$ cat src/rtl/pipe_ctrl_if.sv
// Handshake bundle between the pipeline stages and the stall/flush controller.
// The pipeline side is the master; the controller is the slave.
interface pipe_ctrl_if;
  logic        idStallReq;
  logic        exMultiReq;
  logic        divDone;
  logic        memReq;
  logic        memReady;
  logic        flushReq;
  logic [5:0]  stall;
  logic        divStart;
  logic        flush;
  logic        memErr;
  logic [31:0] stallCount;

  modport master (
    output idStallReq, exMultiReq, divDone, memReq, memReady, flushReq,
    input  stall, divStart, flush, memErr, stallCount
  );

  modport slave (
    input  idStallReq, exMultiReq, divDone, memReq, memReady, flushReq,
    output stall, divStart, flush, memErr, stallCount
  );
endinterface

$ cat src/rtl/pipe_ctrl.sv
// Central stall/flush controller: arbitrates ID/EX/MEM stall requests, launches
// the divider, bounds data-memory waits and counts PC-stalled cycles.
module pipe_ctrl #(
  parameter int MEM_TIMEOUT = 16,
  parameter int CNT_W       = 8
) (
  input logic       clk,
  input logic       rst,
  pipe_ctrl_if.slave bus
);

  typedef enum logic [1:0] {RUN, EX_WAIT, MEM_WAIT} state_t;

  localparam logic [5:0]       STALL_ID  = 6'b000111;
  localparam logic [5:0]       STALL_EX  = 6'b001111;
  localparam logic [5:0]       STALL_MEM = 6'b011111;
  localparam logic [CNT_W-1:0] TIMEOUT   = CNT_W'(MEM_TIMEOUT);

  state_t           state, nxt_state;
  logic [CNT_W-1:0] wait_cnt, nxt_wait_cnt;
  logic [31:0]      stall_cnt;
  logic [5:0]       stall;
  logic             div_start, mem_err;

  // Deepest requesting stage wins; outputs are decoded in the request cycle.
  always_comb begin
    nxt_state    = state;
    nxt_wait_cnt = wait_cnt;
    stall        = '0;
    div_start    = 1'b0;
    mem_err      = 1'b0;
    unique case (state)
      RUN: begin
        if (bus.memReq && !bus.memReady) begin
          stall        = STALL_MEM;
          nxt_wait_cnt = CNT_W'(1);
          nxt_state    = MEM_WAIT;
        end else if (bus.exMultiReq) begin
          stall     = STALL_EX;
          div_start = 1'b1;
          nxt_state = EX_WAIT;
        end else if (bus.idStallReq) begin
          stall = STALL_ID;
        end
      end
      EX_WAIT: begin
        if (bus.divDone) nxt_state = RUN;
        else             stall     = STALL_EX;
      end
      MEM_WAIT: begin
        // A response in the timeout cycle still counts as success.
        if (bus.memReady) begin
          stall     = bus.idStallReq ? STALL_ID : '0;
          nxt_state = RUN;
        end else if (wait_cnt == TIMEOUT) begin
          mem_err   = 1'b1;
          nxt_state = RUN;
        end else begin
          stall        = STALL_MEM;
          nxt_wait_cnt = wait_cnt + CNT_W'(1);
        end
      end
      default: nxt_state = RUN;
    endcase
  end

  always_ff @(posedge clk) begin
    if (!rst) begin
      state     <= RUN;
      wait_cnt  <= '0;
      stall_cnt <= '0;
    end else begin
      state     <= nxt_state;
      wait_cnt  <= nxt_wait_cnt;
      if (stall[0]) stall_cnt <= stall_cnt + 32'd1;
    end
  end

  // Outputs are held low for the whole reset window, including before the first edge.
  assign bus.stall      = rst ? stall : '0;
  assign bus.divStart   = rst & div_start;
  assign bus.memErr     = rst & mem_err;
  assign bus.flush      = rst & bus.flushReq & ~stall[3];
  assign bus.stallCount = rst ? stall_cnt : '0;

endmodule

$ cat src/flat_wrapper.sv
// flat-port wrapper written by rule: the top's interface ports become plain ports
module pipe_ctrl_flat 
#(
  parameter int MEM_TIMEOUT = 16,
  parameter int CNT_W       = 8
)
  (clk, rst, bus_idStallReq, bus_exMultiReq, bus_divDone, bus_memReq, bus_memReady, bus_flushReq, bus_stall, bus_divStart, bus_flush, bus_memErr, bus_stallCount);
  pipe_ctrl_if bus_i ();
  input logic clk;
  input logic rst;
  input wire logic [$bits(bus_i.idStallReq)-1:0] bus_idStallReq;
  input wire logic [$bits(bus_i.exMultiReq)-1:0] bus_exMultiReq;
  input wire logic [$bits(bus_i.divDone)-1:0] bus_divDone;
  input wire logic [$bits(bus_i.memReq)-1:0] bus_memReq;
  input wire logic [$bits(bus_i.memReady)-1:0] bus_memReady;
  input wire logic [$bits(bus_i.flushReq)-1:0] bus_flushReq;
  output wire logic [$bits(bus_i.stall)-1:0] bus_stall;
  output wire logic [$bits(bus_i.divStart)-1:0] bus_divStart;
  output wire logic [$bits(bus_i.flush)-1:0] bus_flush;
  output wire logic [$bits(bus_i.memErr)-1:0] bus_memErr;
  output wire logic [$bits(bus_i.stallCount)-1:0] bus_stallCount;
  assign bus_i.idStallReq = bus_idStallReq;
  assign bus_i.exMultiReq = bus_exMultiReq;
  assign bus_i.divDone = bus_divDone;
  assign bus_i.memReq = bus_memReq;
  assign bus_i.memReady = bus_memReady;
  assign bus_i.flushReq = bus_flushReq;
  assign bus_stall = bus_i.stall;
  assign bus_divStart = bus_i.divStart;
  assign bus_flush = bus_i.flush;
  assign bus_memErr = bus_i.memErr;
  assign bus_stallCount = bus_i.stallCount;
  pipe_ctrl #(.MEM_TIMEOUT(MEM_TIMEOUT), .CNT_W(CNT_W)) u_core (.clk(clk), .rst(rst), .bus(bus_i));
endmodule
$ cat config.mk
export PLATFORM = sky130hd
export DESIGN_NAME = pipe_ctrl_flat
export DESIGN_NICKNAME = d
export VERILOG_FILES = /design/src/rtl/pipe_ctrl_if.sv /design/src/rtl/pipe_ctrl.sv /design/src/flat_wrapper.sv
export SDC_FILE = /design/constraint.sdc
export NUM_CORES = 1
export LEC_CHECK = 0
export CAP_MARGIN = 20
export CORE_AREA = 2 2 59 103
export DETAILED_ROUTE_END_ITERATION = 6
export DIE_AREA = 0 0 61 105
export PLACE_DENSITY = 0.7
export SYNTH_ARGS = -nofsm -noshare
export SYNTH_HDL_FRONTEND = slang
export SYNTH_SLANG_ARGS = --single-unit
$ cat constraint.sdc
create_clock -name clk -period 5.9 [get_ports clk]
set_input_delay 0.59 -clock clk [delete_from_list [all_inputs] [get_ports clk]]
set_output_delay 0.59 -clock clk [all_outputs]
set_load 0.02 [all_outputs]
==> results.py, run 1 <==
metrics = {
    "timing": {
        "finalCriticalPeriod_ns": 3.34,
        "fin_crit_sh_pct": 56.6,
        "hold_viol_final": 0,
        "tns_ns": 0,
        "timing.fmax_ghz": 0.300,
        "worstMarginPinSlew_ns": 0.514,
        "drv_slew": 0,
        "report.final.setup_viol": 0,
        "clock_skew_ns": 0.00409,
        "rsz0062_at_grt": "no",
        "slew_headroom_pct": 65.4,
    },
    "floorplanning": {
        "initial_core_util_pct": 44.0,
        "die_area_sq_um": 6410,
        "fp.dieW_microns": 61,
        "num_io_pins": 49,
        "die_h_microns": 105,
        "fp.coreArea_sq_um": 5540,
        "rows": 36,
    },
    "clock_network": {
        "numCtsBuffers": 5,
        "cts.htree.levels": 2,
        "hold_buffers": 0,
        "path_clk_slew_ns": 0.08,
        "clockRootBuffer": "clkbuf_8",
        "clkLatencyLatePin_ns": 0.29,
        "post_cts_buffers": 0,
        "clk_path_buf_depth": 2,
        "cts_resized": 0,
        "cts_sinks": 42,
        "cts_tree": "built",
    },
    "power": {
        "p_per_area_nw_per_um2": 185,
        "peakVddDrop_mv": 0.137,
        "p_leak_nw": 1.02,
    },
    "detailed_routing": {
        "routed_wirelength_mm": 5.87,
        "drc_errors": 0,
        "viasPerCell": 5.57,
        "firstDrtPassIters": 4,
        "postRouteAntennaNets": 0,
        "wl_per_cell_microns": 14.2,
        "vias": 2304,
        "dr.first_iter.drc_count": 76,
    },
    "global_routing": {
        "gr-total-overflow": 0,
        "met2_usage_pct": 35.9,
        "grt.total_usage_pct": 19.5,
        "grt_start_max_net_pins": 37,
        "grt_pass1_vias": 2093,
        "grt_pass1_wl_mm": 9.74,
        "use_met3_pct": 2.72,
        "met1_usage_pct": 21.8,
        "gr-max-usage-layer": "met2",
        "antenna_found_initial": 0,
    },
    "critical_path": {
        "crit_chain": "clkdlybuf4s50_1 > nand2b_1 > a221oi_2 > nor3_2 > buf_4 > nor2_1 > clkdlybuf4s50_1",
        "crit_type": "primary input to output port",
        "cp-start-kind": "primary input",
        "cp_top_family": "buffers and inverters",
        "cpPeakStageDelay_ns": 0.63,
        "cpMaxStageDelayCell": "clkdlybuf4s50_1",
        "worst-path-buf-inv": 3,
        "worstPathArrival_ns": 2.75,
        "cp.required_ns": 5.31,
        "cp-end-kind": "output port",
        "crit_top_cell": "clkdlybuf4s50_1",
        "cp_max_fo": 24,
    },
    "synth": {
        "synth_area_sq_um": 2440,
        "synth_warnings": 0,
        "ys_types": 52,
        "yosysTopAreaCell": "dfxtp_1",
        "syn_inst": 298,
        "ys.flop_type": "dfxtp_1",
        "synth_top_cells_by_area": "dfxtp_1, and2_1, a21oi_1, nor2_1, xnor2_1",
        "syn_nets": 309,
        "ys_async_sr_fraction_pct": 0,
        "ys_seq_area_share_pct": 34.5,
        "ys_seq_elements": 42,
        "avgSynthCellArea_sq_um": 8.19,
        "yosys.area.top_type_share_pct": 34.5,
        "synth_edf_count": 0,
    },
    "finish": {
        "syn_to_final_growth_pct": 24.2,
        "utilization_pct": 54.7,
        "nets": 348,
        "antenna_cells": 0,
        "layout-drive-gt1-share_pct": 7.69,
    },
    "placed_design": {
        "portBuffers": 47,
        "gp_congestion": 0.807,
        "dp_hpwl_mm": 4.28,
    },
    "job": {
        "drv_cap": 0,
    },
    "min_path": {
        "worstHoldPathType": "flip-flop to flip-flop",
    },
    "run_status": {
        "status": "complete, no violations",
    },
}
## synthesized netlist by cell type, types with 2 or more instances
cell	count
a311oi_1	2
and2_1	30
buf_2	4
ha_1	3
nand4_1	7
and3_1	8
o31ai_1	7
nand4b_1	2
nor3_1	8
nor2_1	28
or3_1	8
inv_1	5
or4_1	8
nand3_1	17
nand2b_1	2
nand2_1	19
clkbuf_1	9
mux2_2	6
and4_1	5
xnor2_1	10
o21ai_0	8
buf_4	3
a31oi_1	5
a21oi_1	21
dfxtp_1	42
xor2_1	5
## area by class of cell
type                            instances  area [sq um]
Timing Repair Buffer                   51           500
Clock inverter                          1          5.00
Inverter                                5          18.8
Tap cell                               76          95.1
Fill cell                             549          2510
Multi-Input combinational cell        232          1480
Sequential cell                        42           841
Clock buffer                            7          86.3
## where the power goes
group,internal (mW),leakage (nW),switching [mW]
Sequential,0.288,0.339,0.00776
Combinational,0.0283,0.628,0.0421
Clock,0.0946,0.0482,0.101
Total,0.411,1.02,0.151
## per-layer routing
layer / vias to the layer above / share of wire, %
met3: 5 / 2.8
met2: 42 / 57
li1: 1148 / -
met1: 1109 / 39
met4: 0 / 1.2
met5: - / 0
## final timing paths
path / from / cells after the start / slack [ns] / endpoint
worst max register to register: u_core.wait_cnt[0]$_SDFFE_PN0P_ / 7 / 3.46 / u_core.stall_cnt[31]$_SDFFE_PN0P_
worst min-delay path: u_core.stall_cnt[13]$_SDFFE_PN0P_ / 2 / 0.49 / u_core.stall_cnt[13]$_SDFFE_PN0P_
worst min register to register: u_core.stall_cnt[13]$_SDFFE_PN0P_ / 2 / 0.49 / u_core.stall_cnt[13]$_SDFFE_PN0P_
worst max-delay path: bus_memReady / 7 / 2.56 / bus_stall[1]
## worst min-delay path, delay by kind of cell (launching register included)
kind / cells / cell delay [ns]
flip-flops: 1 / 0.33
AO/OA/AOI/OAI: 2 / 0.12
## sequential cells by signal (all words and copies together), names as in the netlist
| signal | cells |
|---|---|
| u_core.state | 2 |
| u_core.stall_cnt | 32 |
| u_core.wait_cnt | 8 |
## layout by cell type (no fill, tap or decap), types with 2 or more instances in the layout
cell type        instances
nand4b_1                 2
or4_1                    8
nor3_1                   8
clkdlybuf4s50_1         47
and3_1                   8
nand2_1                 19
nand3_1                 17
inv_1                    5
a31oi_1                  5
buf_4                    4
o31ai_1                  7
and4_1                   5
xor2_1                   5
xnor2_1                 10
and2_1                  30
nor2_1                  28
or3_1                    8
nand4_1                  7
mux2_2                   6
a311oi_1                 2
dfxtp_1                 42
nand2b_1                 2
clkbuf_8                 6
o21ai_0                  8
ha_1                     3
a21oi_1                 21
## logic make-up after synthesis
kind of cell	share of synthesized area (%)
AO/OA/AOI/OAI	14.6
adder cells (fa/ha/maj)	1.54
other	0.154
multiplexers	2.77
flip-flops	34.5
XOR/XNOR	5.38
AND/OR/NAND/NOR	36.4
buffers and inverters	4.72
## stage by stage
step                std cells  cell area, sq um  total power [mW]  setup slack (ns)  hold slack [ns]
global route              414              3030             0.583              2.42            0.520
global placement          406              2940             0.371              2.59            0.466
floorplan                 298              2440             0.349              3.17            0.441
finish                    414              3030             0.562              2.56            0.491
CTS                       414              3030             0.566              2.55            0.488
detailed placement        406              2940             0.373              2.55            0.475
Power figures use the tool's default switching activity.
==> inputs of run 2 (changes only) <==
clock period = 3.3 ns   (was 5.9 ns; I/O delays follow)
==> run 2 against run 1 <==
Effect of this change: utilization is 0.18 points higher; sequential share of layout area is 0.091 points lower; flip-flop and latch count stayed put; cell area is 0.33% higher; final cell count is 0.48% higher; power is 76% higher; first-iteration DRC count is 9.2% higher; critical endpoint unchanged; largest cell class unchanged; largest power group unchanged; highest routed layer unchanged.
==> results.py, run 2 (synthesized netlist as in run 1, its figures left out) <==
metrics = {
    "clock_network": {
        "clkLatencyLatePin_ns": 0.29,
        "cts_sinks": 42,
        "clockRootBuffer": "clkbuf_8",
        "post_cts_buffers": 0,
        "clk_path_buf_depth": 2,
        "cts.htree.levels": 2,
        "path_clk_slew_ns": 0.08,
        "hold_buffers": 0,
        "cts_tree": "built",
        "cts_resized": 0,
        "numCtsBuffers": 5,
    },
    "timing": {
        "report.final.setup_viol": 0,
        "clock_skew_ns": 0.00637,
        "hold_viol_final": 0,
        "drv_slew": 0,
        "rsz0062_at_grt": "no",
        "slew_headroom_pct": 64.1,
        "hold_slack_ns": 0.487,
        "timing.fmax_ghz": 0.356,
        "fin_crit_sh_pct": 85.2,
        "tns_ns": 0,
        "worstMarginPinSlew_ns": 0.535,
        "finalCriticalPeriod_ns": 2.81,
    },
    "detailed_routing": {
        "wl_per_cell_microns": 14.4,
        "routed_wirelength_mm": 5.98,
        "drc_errors": 0,
        "vias": 2284,
        "dr.first_iter.drc_count": 83,
        "postRouteAntennaNets": 0,
        "firstDrtPassIters": 4,
        "viasPerCell": 5.49,
    },
    "floorplanning": {
        "num_io_pins": 49,
        "initial_core_util_pct": 44.0,
        "rows": 36,
        "die_h_microns": 105,
        "fp.dieW_microns": 61,
        "fp.coreArea_sq_um": 5540,
        "die_area_sq_um": 6410,
    },
    "finish": {
        "layout_common_cells": "clkdlybuf4s50_1, dfxtp_1, and2_1",
        "fillers": 555,
        "final_common_cell": "clkdlybuf4s50_1",
        "layout-drive-gt1-share_pct": 8.24,
        "largest_register": "u_core.stall_cnt",
        "antenna_cells": 0,
        "nets": 350,
        "largestRegisters": "u_core.stall_cnt x32, u_core.wait_cnt x8, u_core.state x2",
        "largest_reg_flops": 32,
        "fin_area_sq_um": 3040,
        "syn_to_final_growth_pct": 24.6,
    },
    "placed_design": {
        "dp_hpwl_mm": 4.52,
        "dpl_cell_area_sq_um": 2950,
        "portBuffers": 47,
        "gp_congestion": 0.760,
    },
    "critical_path": {
        "cp.required_ns": 2.97,
        "cp_max_fo": 7,
        "crit_type": "flip-flop to output port",
        "cp-start-kind": "flip-flop",
        "worstPathArrival_ns": 2.48,
        "cp-end-kind": "output port",
    },
    "global_routing": {
        "grt_pass1_wl_mm": 10.0,
        "antenna_found_initial": 0,
        "grt_pass1_vias": 2163,
        "grt_start_max_net_pins": 22,
        "grt.total_usage_pct": 20.0,
        "gr-total-overflow": 0,
    },
    "power": {
        "peakVddDrop_mv": 0.219,
        "p_leak_nw": 1.02,
        "p_per_area_nw_per_um2": 326,
    },
    "run_status": {
        "status": "complete, no violations",
    },
    "job": {
        "drv_cap": 0,
    },
    "min_path": {
        "worstHoldPathType": "flip-flop to flip-flop",
    },
}
## run 2: area by class of cell
class | instances | area, sq um | area share, %
clock buffers | 6 | 72.6 | 2.39
clock inverters | 2 | 13.8 | 0.453
inverters | 5 | 18.8 | 0.617
multi-input cells | 232 | 1480 | 48.8
flip-flops and latches | 42 | 841 | 27.7
well taps | 76 | 95.1 | 3.13
repair buffers | 53 | 515 | 17.0
## run 2: worst max-delay path: stages (launching register included)
cell and delay (ns):
dfxtp_1 0.36, inv_1 0.08, ha_1 0.19, and4bb_2 0.26, a211oi_4 0.37, nor3_2 0.14
nor2_1 0.17, clkdlybuf4s50_1 0.63
## run 2: stage by stage
| step | utilization [%] | cells | total power [mW] | setup WS, ns |
|---|---|---|---|---|
| 2_1_floorplan | - | 298 | 0.623 | 0.834 |
| 3_3_place_gp | 53.3 | 408 | 0.665 | 0.689 |
| 3_5_place_dp | 53.3 | 408 | 0.667 | 0.644 |
| 4_1_cts | 54.9 | 416 | 0.999 | 0.460 |
| 5_1_grt | 54.9 | 416 | 1.03 | 0.302 |
| 6_report | 54.9 | 416 | 0.991 | 0.489 |
## run 2: report_power, final
part / internal (mW) / leakage [nW] / switching [mW]
Combinational: 0.0521 / 0.638 / 0.0755
Sequential: 0.515 / 0.339 / 0.0132
Clock: 0.150 / 0.0452 / 0.185
## run 2: final timing paths
check | start | end | slack [ns] | cells after the start
hold reg to reg | u_core.wait_cnt[0]$_SDFFE_PN0P_ | u_core.wait_cnt[0]$_SDFFE_PN0P_ | 0.49 | 1
setup reg to reg | u_core.wait_cnt[0]$_SDFFE_PN0P_ | u_core.stall_cnt[9]$_SDFFE_PN0P_ | 0.93 | 8
hold / removal | u_core.wait_cnt[0]$_SDFFE_PN0P_ | u_core.wait_cnt[0]$_SDFFE_PN0P_ | 0.49 | 1
setup / recovery | u_core.wait_cnt[0]$_SDFFE_PN0P_ | bus_stall[1] | 0.49 | 7
## run 2: routing by layer
layer  up-vias  part of all wire [%]  GRT usage, %
met5         -                     0             0
met3         6                   2.2          2.60
met1      1090                    40          22.9
li1       1149                     -             -
met2        39                    56          36.6
met4         0                   1.4          5.75
